[config.mk]
export PLATFORM = sky130hd
export DESIGN_NAME = instr_feeder
export DESIGN_NICKNAME = d
export VERILOG_FILES = /design/src/rtl/instr_feeder_pkg.sv /design/src/rtl/instr_feeder_mem.sv /design/src/rtl/instr_feeder.sv
export SDC_FILE = /design/constraint.sdc
export NUM_CORES = 1
export LEC_CHECK = 0
export CORE_MARGIN = 2
export CORE_UTILIZATION = 60
export DETAILED_ROUTE_END_ITERATION = 12
export GPL_TIMING_DRIVEN = 1
export PLACE_DENSITY_LB_ADDON = 0.1
export SYNTH_ARGS = -nofsm -noshare
export SYNTH_HDL_FRONTEND = slang
export SYNTH_SLANG_ARGS = --single-unit
[constraint.sdc]
create_clock -name Clock -period 5.1 [get_ports Clock]
set_input_delay 1.02 -clock Clock [delete_from_list [all_inputs] [get_ports Clock]]
set_output_delay 1.02 -clock Clock [all_outputs]
set_load 0.005 [all_outputs]
[src/rtl/instr_feeder_pkg.sv]
// Shared definitions for the instruction feeder.
// Contents: sequencer state encoding, mvi opcode value and opcode field
// position (the top OP_W bits of every instruction word).
package instr_feeder_pkg;

  typedef enum logic [1:0] {
    IDLE   = 2'd0,
    ISSUE  = 2'd1,
    WAIT   = 2'd2,
    FINISH = 2'd3
  } state_t;

  // Opcode occupies word[DW-1 -: OP_W]
  localparam int          OP_W   = 3;
  localparam logic [OP_W-1:0] OP_MVI = 3'b001;

endpackage

[src/rtl/instr_feeder_mem.sv]
// Program memory for the instruction feeder: DEPTH x DW words,
// one synchronous write port and two asynchronous read ports.
// Ports:
//   clk            write clock
//   we/waddr/wdata write port (gated by the caller)
//   raddr0/rdata0  read port for the current word
//   raddr1/rdata1  read port for the following word (mvi immediate)
// Contents are never reset.
module feeder_mem #(
  parameter int DEPTH = 16,
  parameter int DW    = 6
) (
  input  logic                     clk,
  input  logic                     we,
  input  logic [$clog2(DEPTH)-1:0] waddr,
  input  logic [DW-1:0]            wdata,
  input  logic [$clog2(DEPTH)-1:0] raddr0,
  input  logic [$clog2(DEPTH)-1:0] raddr1,
  output logic [DW-1:0]            rdata0,
  output logic [DW-1:0]            rdata1
);

  logic [DW-1:0] mem [DEPTH];

  always_ff @(posedge clk) begin
    if (we) mem[waddr] <= wdata;
  end

  assign rdata0 = mem[raddr0];
  assign rdata1 = mem[raddr1];

endmodule

[src/rtl/instr_feeder.sv]
// Instruction feeder: steps through a stored program and presents each
// instruction to a simple processor, one Run pulse per instruction, waiting
// for Done before moving on. mvi (two-word) instructions present their
// immediate on Din while waiting.
// Ports:
//   Clock, Reset (async, active-high)
//   Start, Prog_len         : launch program of Prog_len words from word 0
//   Prog_we/addr/data       : program load (ignored while Busy)
//   Done                    : processor instruction-complete flag
//   Din, Run, Pc            : word, issue pulse and address to the processor
//   Busy, Complete, Err     : status
// Build option: define INSTR_FEEDER_TIMEOUT_EN to abort a wait that lasts
// TIMEOUT cycles after Run (sets Err, no Complete).
module instr_feeder
  import instr_feeder_pkg::*;
#(
  parameter int DEPTH   = 16,
  parameter int DW      = 6,
  parameter int TIMEOUT = 255
) (
  input  logic                     Clock,
  input  logic                     Reset,
  input  logic                     Start,
  input  logic                     Prog_we,
  input  logic [$clog2(DEPTH)-1:0] Prog_addr,
  input  logic [DW-1:0]            Prog_data,
  input  logic [$clog2(DEPTH):0]   Prog_len,
  input  logic                     Done,
  output logic [DW-1:0]            Din,
  output logic                     Run,
  output logic                     Busy,
  output logic                     Complete,
  output logic                     Err,
  output logic [$clog2(DEPTH)-1:0] Pc
);

  localparam int AW = $clog2(DEPTH);

  state_t        state, state_nx;
  logic [AW-1:0] pc_nx;
  logic [AW:0]   len_q, len_nx;
  logic          busy_nx, err_nx, cmpl_nx;
  logic [DW-1:0] word0, word1;
  logic          is_mvi, no_imm;
  logic [AW:0]   pc_step;

`ifdef INSTR_FEEDER_TIMEOUT_EN
  localparam int TW = $clog2(TIMEOUT + 1);
  logic [TW-1:0] cnt, cnt_nx;
`endif

  feeder_mem #(.DEPTH(DEPTH), .DW(DW)) u_mem (
    .clk    (Clock),
    .we     (Prog_we & ~Busy),
    .waddr  (Prog_addr),
    .wdata  (Prog_data),
    .raddr0 (Pc),
    .raddr1 (Pc + AW'(1)),
    .rdata0 (word0),
    .rdata1 (word1)
  );

  assign is_mvi  = (word0[DW-1 -: OP_W] == OP_MVI);
  // Extended by one bit so Pc+2 near the top of memory compares correctly
  assign pc_step = {1'b0, Pc} + {{(AW-1){1'b0}}, is_mvi, ~is_mvi};
  // mvi whose immediate would fall beyond the program length
  assign no_imm  = is_mvi && (({1'b0, Pc} + (AW+1)'(1)) >= len_q);

  always_comb begin
    state_nx = state;
    pc_nx    = Pc;
    len_nx   = len_q;
    busy_nx  = Busy;
    err_nx   = Err;
    cmpl_nx  = 1'b0;
    Run      = 1'b0;
    Din      = '0;
`ifdef INSTR_FEEDER_TIMEOUT_EN
    cnt_nx   = '0;
`endif
    case (state)
      IDLE: begin
        if (Start) begin
          len_nx   = Prog_len;
          pc_nx    = '0;
          err_nx   = 1'b0;
          busy_nx  = 1'b1;
          state_nx = (Prog_len == '0) ? FINISH : ISSUE;
        end
      end
      ISSUE: begin
        Din = word0;
        if (no_imm) begin
          err_nx   = 1'b1;
          state_nx = FINISH;
        end else begin
          Run      = 1'b1;
          state_nx = WAIT;
`ifdef INSTR_FEEDER_TIMEOUT_EN
          cnt_nx   = TW'(1);
`endif
        end
      end
      WAIT: begin
        Din = is_mvi ? word1 : word0;
        if (Done) begin
          pc_nx    = pc_step[AW-1:0];
          state_nx = (pc_step < len_q) ? ISSUE : FINISH;
        end
`ifdef INSTR_FEEDER_TIMEOUT_EN
        // cnt holds cycles elapsed since Run; abort on the TIMEOUT-th
        else if (cnt == TW'(TIMEOUT - 1)) begin
          err_nx   = 1'b1;
          state_nx = FINISH;
        end else begin
          cnt_nx   = cnt + TW'(1);
        end
`endif
      end
      FINISH: begin
        cmpl_nx  = ~Err;
        busy_nx  = 1'b0;
        state_nx = IDLE;
      end
      default: state_nx = IDLE;
    endcase
  end

  always_ff @(posedge Clock or posedge Reset) begin
    if (Reset) begin
      state    <= IDLE;
      Pc       <= '0;
      len_q    <= '0;
      Busy     <= 1'b0;
      Err      <= 1'b0;
      Complete <= 1'b0;
    end else begin
      state    <= state_nx;
      Pc       <= pc_nx;
      len_q    <= len_nx;
      Busy     <= busy_nx;
      Err      <= err_nx;
      Complete <= cmpl_nx;
    end
  end

`ifdef INSTR_FEEDER_TIMEOUT_EN
  always_ff @(posedge Clock or posedge Reset) begin
    if (Reset) cnt <= '0;
    else       cnt <= cnt_nx;
  end
`endif

endmodule

==> impl_metrics.ini, run 1 <==
[sta]
rsz0062_at_grt = false
setup_viol = 0
hold_ws_ps = 495
max_freq_mhz = 223
relSlewSlack_pct = 24.1
finalHoldViolCount = 0
tightest_slew_ps = 1130
slew_viol_final = 0
fin_crit_sh_pct = 88.0
min_period_ps = 4490
setup_tns_ps = 0
skew_ps = 20.3

[floorplan]
placementRows = 35
die-area_sq_um = 10400
die_x_um = 102
initial_utilization_pct = 62.0
fp.dieH_um = 102
io_pins = 34
core_sq_um = 9280

[setup_path]
crit_path_end_kind = output pin
crit_fanout = 29
worst_setup_path_start_kind = flip-flop
crit_required_ps = 4080
cp.arrival_ps = 3470
rr_worst_depth = 17
r2r_slack_ps = 840
path_class = reg2out

[route]
vias_per_cell = 6.57
wirelength_mm = 12.4
dr.pass1.iters = 4
drtAntennaViolNets = 0
drt_iter0_drc = 337
post_drt_wl_per_cell_um = 23.7
drc = 0
vias = 3435

[synthesis]
async_flop_share_pct = 12.7
syn_nets = 393
synth_area_leaders = edfxtp_1 (50%), mux4_2 (19%), dfrtp_1 (6.1%)
synth_cells = 357
syn_area_sq_um = 5760
yosys_warnings = 0
syn_avg_cell_area_sq_um = 16.1
yosys_most_used_dff = edfxtp_1
synth_top_area_cell = edfxtp_1
synth-edff-count = 96
synth_top_area_share_pct = 50.1
ys_types = 54
ys_ff_latch = 110
yosysSeqAreaShare_pct = 56.1

[cts]
clk_pin_slew_ps = 110
cts_hold_buf = 0
cts_sinks = 110
root_buffer = clkbuf_8
postCtsSetupBuffers = 0
cts_tree = yes
numCtsBuffers = 9
clock_latency_ps = 370
htree_levels = 3
clk_path_buf_depth = 2
cts_resized = 0

[outcome]
status = finished, final reports clean

[finish]
layout_commonest_cell = edfxtp_1
diodes = 0
layout_common_cells = edfxtp_1 (96), mux4_2 (48), clkdlybuf4s50_1 (33)
layout-drive-gt1-share_pct = 23.1
nets = 425
syn2layout_area_growth_pct = 10.5

[min_path]
hold_depth = 1
min_path_type = reg2reg

[global_routing]
use_met1_pct = 36.9
grt-ovfl-total = 0
grt_pass1_wl_mm = 19.4
grt_max_degree = 30
busiest_layer = met2
grt_pass1_vias = 3384
antenna_found_initial = 0
grt.total_usage_pct = 25.9
gr-usage-met3_pct = 5.88
use_met2_pct = 40.6

[pwr]
pwr_density_cell_nw_per_um2 = 502
leakagePower_nw = 2.13
peakVddDrop_v = 0.000232

[place]
port-buffer-count = 33
hpwl_mm = 9.30
place.gp.congestion = 0.816

[job]
drv_cap = 0
## Yosys cell counts, drive strengths merged (2+ instances only)
master / number
o21ai: 9
nor2b: 5
dfrtp: 14
mux2: 8
a31oi: 5
nor3: 5
buf: 19
and2: 2
o211ai: 6
nand2b: 9
xnor2: 3
o31a: 2
a21oi: 7
nor2: 17
a32o: 2
inv: 11
a21o: 8
nand2: 19
clkbuf: 3
a211oi: 4
edfxtp: 96
ha: 16
nand3: 7
mux4: 50
o2111ai: 3
xor2: 2
mux2i: 10
## logic make-up after synthesis
family	Yosys count	synth area share (%)
multiplexers	68	23.0
buffers and inverters	34	3.11
AO/OA/AOI/OAI	54	7.36
adder cells (fa/ha/maj)	16	3.48
AND/OR/NAND/NOR	70	6.17
XOR/XNOR	5	0.761
flip-flops	110	56.1
## final timing paths
check	from	endpoint
worst max-delay path	Pc[0]	Run
worst min-delay path	Err	Complete
worst max register to register	Pc[1]	state[1]
worst min register to register	Err	Complete
max in group asynchronous	Reset	Pc[0]
min in group asynchronous	Reset	Complete
## where the power goes
part           switching [W]  internal [W]
sequential         0.0000513       0.00104
combinational       0.000803      0.000835
clock               0.000286      0.000179
total                0.00114       0.00205
## critical path: stages, from the launching register on
cell and delay [ps]:
dfrtp_2 380, buf_4 370, buf_4 420, ha_1 290
nand2b_1 140, a21o_1 190, a21o_1 170, a21o_1 160
a21o_1 230, a21boi_0 210, clkdlybuf4s50_1 540
## layout make-up
type / instances / area (sq um)
timing repair buffer: 43 / 405
fill: 645 / 2920
clock buffer: 11 / 131
multi-input combinational: 213 / 2350
sequential: 110 / 3230
clock inverter: 5 / 37.5
inverter: 12 / 45.0
tap: 129 / 161
## routing by layer
layer	routed length [um]	part of all wire, %
met1	5300	43
met2	5940	48
met3	900	7.3
met4	269	2.2
met5	0	0
## sequential cells by signal, summed over array words and instances (netlist names)
register and flops:
Complete 1, u_mem.mem 96, Pc 4, Busy 1, state 2, len_q 5
Err 1
## through the flow
stage | cell area [sq um] | utilization, % | setup slack [ps] | cells | total power [W]
after global routing | 6360 | 68.5 | 396 | 523 | 0.00338
after CTS | 6360 | 68.5 | 569 | 523 | 0.00321
after global placement | 6190 | 66.7 | 968 | 507 | 0.00271
after floorplan | 5760 | - | 1380 | 357 | 0.00234
final | 6360 | 68.5 | 611 | 523 | 0.00319
after detailed placement | 6190 | 66.7 | 857 | 507 | 0.00275
Power figures use the tool's default switching activity.
==> run 2, diff against run 1 <==
Settings changed: MAX_ROUTING_LAYER set to met4, SETUP_SLACK_MARGIN set to 0.5.
==> run 2 against run 1 <==
Worst hold slack lost 2.1 ps. Critical path depth is the same. Global-route usage grew 0.84 points. Worst setup slack gained 120 ps. Cell area grew 0.65%. Routed wire length shrank 0.53%. Die area is the same. Sequential power is essentially flat. Power grew 1.0%. Maximum frequency grew 2.8%. Largest cell class unchanged. Largest power group unchanged.
==> impl_metrics.ini, run 2 (synthesis gave the netlist of run 1 again) <==
[outcome]
status = finished, final reports clean

[route]
vias_per_cell = 6.47
dr.pass1.iters = 4
post_drt_wl_per_cell_um = 23.5
wirelength_mm = 12.3
drc = 0
drt_iter0_drc = 330
vias = 3404
drtAntennaViolNets = 0

[setup_path]
crit_chain = buf_4, buf_6, ha_1, nand2b_1, a21o_1, a21o_1, a21o_1, a21o_1, a21boi_0, clkdlybuf4s50_1
cp.arrival_ps = 3350
crit_buf_inv = 3
crit_fanout = 29
cpMaxStageDelayCell = clkdlybuf4s50_1
slowest_delay_ps = 540
crit_top_cell = a21o_1
crit_path_end_kind = output pin
crit_required_ps = 4080
crit_family = buffers and inverters
worst_setup_path_start_kind = flip-flop
path_class = reg2out

[cts]
root_buffer = clkbuf_8
htree_levels = 3
clk_path_buf_depth = 2
numCtsBuffers = 9
cts_tree = yes
clk_pin_slew_ps = 110
clock_latency_ps = 360
cts_sinks = 110
cts_hold_buf = 0

[sta]
finalHoldViolCount = 0
min_period_ps = 4370
rsz0062_at_grt = false
slew_viol_final = 0
tightest_slew_ps = 1110
hold_ws_ps = 493
setup_viol = 0
setup_tns_ps = 0
max_freq_mhz = 229
fin_crit_sh_pct = 85.6
skew_ps = 15.7
relSlewSlack_pct = 25.4

[global_routing]
grt-ovfl-total = 0
grt_pass1_wl_mm = 19.4
grt_max_degree = 30
grt.total_usage_pct = 26.7
grt_pass1_vias = 3378
antenna_found_initial = 0

[finish]
layout_commonest_cell = edfxtp_1
layout_common_cells = edfxtp_1 (96), mux4_2 (48), clkdlybuf4s50_1 (33)
syn2layout_area_growth_pct = 11.2
diodes = 0
nets = 428
reg.largest.list = u_mem.mem: 96 flops, len_q: 5 flops, Pc: 4 flops
stdcell_count = 526
final_area_sq_um = 6400
filler_cell_count = 646
largest_reg_flops = 96
top_register = u_mem.mem
layout-drive-gt1-share_pct = 23.9

[pwr]
peakVddDrop_v = 0.000233
leakagePower_nw = 2.15
pwr_density_cell_nw_per_um2 = 504

[place]
dpl_cell_area_sq_um = 6190
port-buffer-count = 33
hpwl_mm = 9.30
dp_cells = 507
place.gp.congestion = 0.828

[floorplan]
io_pins = 34
die-area_sq_um = 10400
fp.dieH_um = 102
placementRows = 35
core_sq_um = 9280
die_x_um = 102
initial_utilization_pct = 62.0

[job]
drv_cap = 0

[min_path]
min_path_type = reg2reg
run 2: cell types whose count changed in the layout (fill, tap and decap cells not counted), sizes merged:
cell / change
buf: +3
run 2: timing repair:
item / in CTS / in global routing
hold endpoints to repair: 0 / 0
setup endpoints to repair: 0 / 5
gates resized for setup: 0 / 2
setup buffers: 0 / 3
run 2: layer usage:
layer	GRT usage [%]	part of all wire, %
met1	37.2	42
met2	40.4	48
met3	5.88	8.1
met4	8.00	2.2
met5	-	0
run 2: cell type report:
| cell class | count | area (sq um) | area share [%] |
|---|---|---|---|
| clock inverter | 5 | 37.5 | 0.586 |
| tap | 129 | 161 | 2.52 |
| sequential | 110 | 3230 | 50.5 |
| clock buffer | 11 | 131 | 2.05 |
| inverter | 12 | 45.0 | 0.703 |
| timing repair buffer | 46 | 444 | 6.94 |
| multi-input combinational | 213 | 2350 | 36.7 |
run 2: report_power, final:
part	leakage [nW]	internal [W]	switching, W
clock	0.0795	0.000179	0.000283
combinational	1.03	0.000867	0.000807
sequential	1.04	0.00104	0.0000522
run 2: final timing paths:
kind	from	to	slack (ps)	cells past startpoint
min in group asynchronous	Reset	Complete	1000	2
max in group asynchronous	Reset	Pc[0]	3680	2
max reg2reg	Pc[0]	state[1]	820	18
min reg2reg	Err	Complete	490	1
max	Pc[0]	Run	730	10
min	Err	Complete	490	1
run 2: metrics by stage:
step	total power, W	setup slack (ps)	utilization [%]
global route	0.00342	515	69.0
CTS	0.00321	569	68.5
detailed placement	0.00275	857	66.7
global placement	0.00271	968	66.7
finish	0.00323	734	69.0
floorplan	0.00234	1380	-
